$ cat src/rtl/crd_rd_arb.sv
// crd_rd_arb: two-requester arbiter on the GLB coordinate read port.
// Requester 0 is the FPS loop and requester 1 is the KNN/sort fetch.
// Addresses are granted round-robin, one per cycle.
// Each accepted winner id is queued in an in-order tag FIFO.
// Returning data is steered to the requester at the FIFO head.
// Address and data paths are combinational, so the block adds zero cycles.
// Optional macro CRD_RD_ARB_FPS_PRIO_EN switches to fixed priority (R0 always wins).
module crd_rd_arb #(
    parameter int unsigned IDX_WIDTH    = 10,
    parameter int unsigned SRAM_WIDTH   = 256,
    parameter int unsigned OUTSTD_DEPTH = 4
) (
    input  logic                  clk,
    input  logic                  rst,
    input  logic                  clr,
    input  logic [IDX_WIDTH-1:0]  R0_Addr,
    input  logic                  R0_AddrVld,
    output logic                  R0_AddrRdy,
    input  logic [IDX_WIDTH-1:0]  R1_Addr,
    input  logic                  R1_AddrVld,
    output logic                  R1_AddrRdy,
    output logic [SRAM_WIDTH-1:0] R0_Dat,
    output logic                  R0_DatVld,
    input  logic                  R0_DatRdy,
    output logic [SRAM_WIDTH-1:0] R1_Dat,
    output logic                  R1_DatVld,
    input  logic                  R1_DatRdy,
    output logic [IDX_WIDTH-1:0]  ARBGLB_Addr,
    output logic                  ARBGLB_AddrVld,
    input  logic                  GLBARB_AddrRdy,
    input  logic [SRAM_WIDTH-1:0] GLBARB_Dat,
    input  logic                  GLBARB_DatVld,
    output logic                  ARBGLB_DatRdy,
    output logic                  Err
);

    localparam int unsigned PTR_W = $clog2(OUTSTD_DEPTH);
    localparam int unsigned CNT_W = PTR_W + 1;

    logic [OUTSTD_DEPTH-1:0] tag_q;
    logic [PTR_W-1:0]        wr_ptr_q;
    logic [PTR_W-1:0]        rd_ptr_q;
    logic [CNT_W-1:0]        cnt_q;
    logic                    last_q;
    logic                    err_q;

    logic full;
    logic busy;
    logic head;
    logic win;
    logic gnt;
    logic push;
    logic pop;
    logic stray;

    // Pick a winner among valid requesters; full is judged on the registered count only.
    always_comb begin
        win  = 1'b0;
        gnt  = 1'b0;
        full = (cnt_q == CNT_W'(OUTSTD_DEPTH));
`ifdef CRD_RD_ARB_FPS_PRIO_EN
        win = ~R0_AddrVld;
`else
        if (R0_AddrVld && R1_AddrVld) begin
            win = ~last_q;
        end else begin
            win = R1_AddrVld;
        end
`endif
        gnt = (R0_AddrVld | R1_AddrVld) & ~full;
    end

    // Forward the winner's address to the GLB and hand GLB ready back to the winner.
    always_comb begin
        ARBGLB_AddrVld = gnt;
        ARBGLB_Addr    = '0;
        if (gnt) begin
            ARBGLB_Addr = win ? R1_Addr : R0_Addr;
        end
        R0_AddrRdy = gnt & ~win & GLBARB_AddrRdy;
        R1_AddrRdy = gnt &  win & GLBARB_AddrRdy;
        push       = gnt & GLBARB_AddrRdy;
    end

    // Steer returning data to the head-tag owner; with nothing outstanding, sink and flag it.
    always_comb begin
        busy          = (cnt_q != '0);
        head          = tag_q[rd_ptr_q];
        R0_Dat        = '0;
        R0_DatVld     = 1'b0;
        R1_Dat        = '0;
        R1_DatVld     = 1'b0;
        ARBGLB_DatRdy = 1'b1;
        if (busy) begin
            ARBGLB_DatRdy = head ? R1_DatRdy : R0_DatRdy;
            if (head) begin
                R1_Dat    = GLBARB_Dat;
                R1_DatVld = GLBARB_DatVld;
            end else begin
                R0_Dat    = GLBARB_Dat;
                R0_DatVld = GLBARB_DatVld;
            end
        end
        pop   = busy & GLBARB_DatVld & ARBGLB_DatRdy;
        stray = ~busy & GLBARB_DatVld;
    end

    // Tag FIFO, occupancy count, round-robin pointer and sticky error; clr overrides push/pop.
    always_ff @(posedge clk or posedge rst) begin
        if (rst) begin
            tag_q    <= '0;
            wr_ptr_q <= '0;
            rd_ptr_q <= '0;
            cnt_q    <= '0;
            last_q   <= 1'b1;
            err_q    <= 1'b0;
        end else if (clr) begin
            wr_ptr_q <= '0;
            rd_ptr_q <= '0;
            cnt_q    <= '0;
            last_q   <= 1'b1;
            err_q    <= 1'b0;
        end else begin
            if (push) begin
                tag_q[wr_ptr_q] <= win;
                wr_ptr_q        <= wr_ptr_q + PTR_W'(1);
                last_q          <= win;
            end
            if (pop) begin
                rd_ptr_q <= rd_ptr_q + PTR_W'(1);
            end
            if (push && !pop) begin
                cnt_q <= cnt_q + CNT_W'(1);
            end else if (pop && !push) begin
                cnt_q <= cnt_q - CNT_W'(1);
            end
            if (stray) begin
                err_q <= 1'b1;
            end
        end
    end

    assign Err = err_q;

endmodule
$ cat config.mk
export PLATFORM = sky130hd
export DESIGN_NAME = crd_rd_arb
export DESIGN_NICKNAME = d
export VERILOG_FILES = /design/src/rtl/crd_rd_arb.sv
export SDC_FILE = /design/constraint.sdc
export NUM_CORES = 1
export LEC_CHECK = 0
export CELL_PAD_IN_SITES_DETAIL_PLACEMENT = 2
export CELL_PAD_IN_SITES_GLOBAL_PLACEMENT = 2
export CORE_AREA = 2 2 315 317
export CTS_BUF_LIST = sky130_fd_sc_hd__clkbuf_8
export DETAILED_ROUTE_END_ITERATION = 8
export DIE_AREA = 0 0 317 319
export GPL_ROUTABILITY_DRIVEN = 0
export PLACE_DENSITY = 0.61
export SYNTH_ARGS = -nofsm -noshare
export SYNTH_HDL_FRONTEND = slang
export SYNTH_SLANG_ARGS = --single-unit
export TNS_END_PERCENT = 100
$ cat constraint.sdc
create_clock -name clk -period 5.14 [get_ports clk]
set_input_delay 1.028 -clock clk [delete_from_list [all_inputs] [get_ports clk]]
set_output_delay 1.028 -clock clk [all_outputs]
set_load 0.02 [all_outputs]
==> results.sh, run 1 <==
export IMPL_run_status="complete, no violations"
export IMPL_ctsLongestPathBuffers=2
export IMPL_h_tree_depth=1
export IMPL_grt_usage_pct=11.32
export IMPL_grt_pass1_wl_um=80930
export IMPL_cpPeakStageDelay_ps=880
export IMPL_drc_errors=0
export IMPL_final_setup_tns_ps=0
export IMPL_critPathCaptureType="output port"
export IMPL_ys_warn_count=0
export IMPL_slew_viol_final=0
export IMPL_design_core_area_um2=97700
export IMPL_drive_gt1_share_pct=2.999
export IMPL_final_cell_mix="clkdlybuf4s50_1, nor2_1, nand2_1"
export IMPL_hold_buffers=0
export IMPL_setup_slack_ps=569.8
export IMPL_synth_area_um2=4247
export IMPL_hold_viol_final=0
export IMPL_worst_path_buf_inv=2
export IMPL_required_ps=4110
export IMPL_fillCellCount=11760
export IMPL_synthArstFlopShare_pct=100.0
export IMPL_avgSynthCellArea_um2=4.364
export IMPL_first_global_vias=9932
export IMPL_multi_input_area_um2=3552
export IMPL_hp_class="register to register"
export IMPL_p_per_area_nw_per_um2=587.9
export IMPL_vias=9325
export IMPL_first_pass_iters=4
export IMPL_leakage_nw=5.211
export IMPL_cts_resized=0
export IMPL_cts_tree="yes"
export IMPL_ys_flop_type="dfrtp_1"
export IMPL_fmax_mhz=218.8
export IMPL_syn_inst=973
export IMPL_worst_slew_pin_slew_ps=1108
export IMPL_crit_type="input port to output port"
export IMPL_drt_iter0_markers=275
export IMPL_synth_edf_count=0
export IMPL_cts_root_buf="clkbuf_8"
export IMPL_wl_per_cell_um=20.26
export IMPL_max_cap_viol_count=0
export IMPL_critPathTopFamily="buffers and inverters"
export IMPL_dpl_cell_area_um2=14030
export IMPL_cts_num_sinks=13
export IMPL_grt_start_max_net_pins=85
export IMPL_syn_nets=1263
export IMPL_min_period_ps=4570
export IMPL_cp_start_kind="input port"
export IMPL_crit_chain="clkdlybuf4s50_1 -> a21boi_1 -> nor3_1 -> a22o_1 -> clkdlybuf4s50_1"
export IMPL_relSlewSlack_pct=25.54
export IMPL_grt_setup_unrepaired="false"
export IMPL_fin_util_pct=14.41
export IMPL_clk_latency_ps=250
export IMPL_path_common_cell="clkdlybuf4s50_1"
export IMPL_cp_arrival_ps=3540
export IMPL_start_util_pct=4.347
export IMPL_crit_slowest_cell="nor3_1"
export IMPL_cp_max_fo=10
export IMPL_preCtsSetupSlack_ps=536.5
export IMPL_regArea_um2=326.6
export IMPL_clk_pin_slew_ps=60
export IMPL_peakVddDrop_mv=0.2042
export IMPL_cts_buffers=3
export IMPL_antenna_found_initial=3
export IMPL_setup_viol=0
export IMPL_fin_skew_ps=6.133
export IMPL_yosysUniqueCellTypes=38
export IMPL_stdcell_area_um2=14070
export IMPL_fp_dieW_um=317
export IMPL_io_pins=814
export IMPL_portBuffers=813
export IMPL_ant_nets=0
export IMPL_grt_overflow_total=0
export IMPL_ys_seq_elements=13
export IMPL_fp_dieH_um=319
export IMPL_final_common_cell="clkdlybuf4s50_1"
export IMPL_dp_hpwl_um=54120
export IMPL_die_area_um2=101100
export IMPL_seq_area_frac_synth_pct=7.690
export IMPL_fin_crit_sh_pct=88.91
export IMPL_wirelength_um=61240
export IMPL_row_count=115
export IMPL_whs_ps=517.8
export IMPL_vias_per_cell=3.086
export IMPL_syn_to_final_growth_pct=231.4
export IMPL_nets=2025
export IMPL_cts_setup_buffers=0
## report_power, final
group | leakage, nW | switching (mW) | total (mW) | internal [mW]
logic | 5.01 | 4.97 | 8.01 | 3.05
clock network | 0.0255 | 0.0455 | 0.0993 | 0.0538
registers | 0.171 | 0.0336 | 0.164 | 0.130
## area by class of cell
cell class                      instances  area share (%)
Antenna cell                            1         0.01778
Clock buffer                            3          0.2934
Clock inverter                          1         0.03556
Inverter                                7          0.1867
Multi-Input combinational cell        859           25.24
Sequential cell                        13           2.320
Tap cell                             1287           11.44
Timing Repair Buffer                  851           60.47
## state kept, by name (all words and copies together), names as in the netlist
register  cells
tag_q         4
last_q        1
cnt_q         3
wr_ptr_q      2
Err           1
rd_ptr_q      2
## logic make-up after synthesis
group / synth area share (%)
flops: 7.690
fa+ha+maj: 1.650
mux: 2.652
xor+xnor: 0.2063
compound gates: 5.362
simple gates: 73.34
buf+inv: 9.104
## metrics by stage
stage               std cells  power [mW]
floorplan                 973       3.963
global placement         3017       8.375
detailed placement       3017       8.368
CTS                      3021       8.507
global route             3022       8.914
finish                   3022       8.275
## worst min-delay path: stages, from the launching register on
cell and delay [ps]:
dfrtp_1 350, a21oi_1 50, nor2_1 80
## path summary, 6_finish.rpt
path / startpoint / endpoint / slack, ps / depth (start not counted)
worst max-delay path: R1_AddrVld / ARBGLB_Addr[5] / 570 / 5
worst min register to register: Err / Err / 520 / 2
worst max register to register: rd_ptr_q[0] / cnt_q[2] / 1110 / 9
min in group asynchronous: rst / wr_ptr_q[1] / 1230 / 2
worst min-delay path: Err / Err / 520 / 2
max in group asynchronous: rst / cnt_q[2] / 3510 / 2
## Yosys cell counts (2+ instances only)
library cell / instances / area share [%]
or3_1: 4 / 0.59
a21oi_1: 5 / 0.59
a211o_1: 3 / 0.62
buf_1: 4 / 0.35
nor3b_1: 3 / 0.53
o21a_1: 2 / 0.35
mux2_2: 5 / 1.3
clkbuf_1: 86 / 7.6
o21ai_0: 3 / 0.35
buf_2: 3 / 0.35
ha_1: 4 / 1.2
nor4_1: 3 / 0.44
nand2_1: 263 / 23
a22o_1: 10 / 2.1
inv_1: 7 / 0.62
nor3_1: 6 / 0.71
o31ai_1: 2 / 0.35
mux2i_1: 2 / 0.47
or4_1: 2 / 0.35
dfrtp_1: 12 / 7.1
nor2_1: 526 / 46
o22ai_1: 2 / 0.29
## per-layer routing
layer	wire [µm]	GRT usage (%)	vias up	share of wire [%]
met2	28500	19.24	453	47
met1	26220	13.97	4388	43
met4	741	1.520	2	1.2
met5	104	0.7253	-	0.17
met3	5668	3.837	22	9.3
li1	-	-	4460	-
No activity file was read; power rests on OpenSTA's default activity.
==> run 2: changes to the inputs <==
Settings changed: ABC_AREA from default to 0, CAP_MARGIN from default to 10.
==> results of run 2 <==
No change in the layout: final DEF, timing and power equal those of run 1.
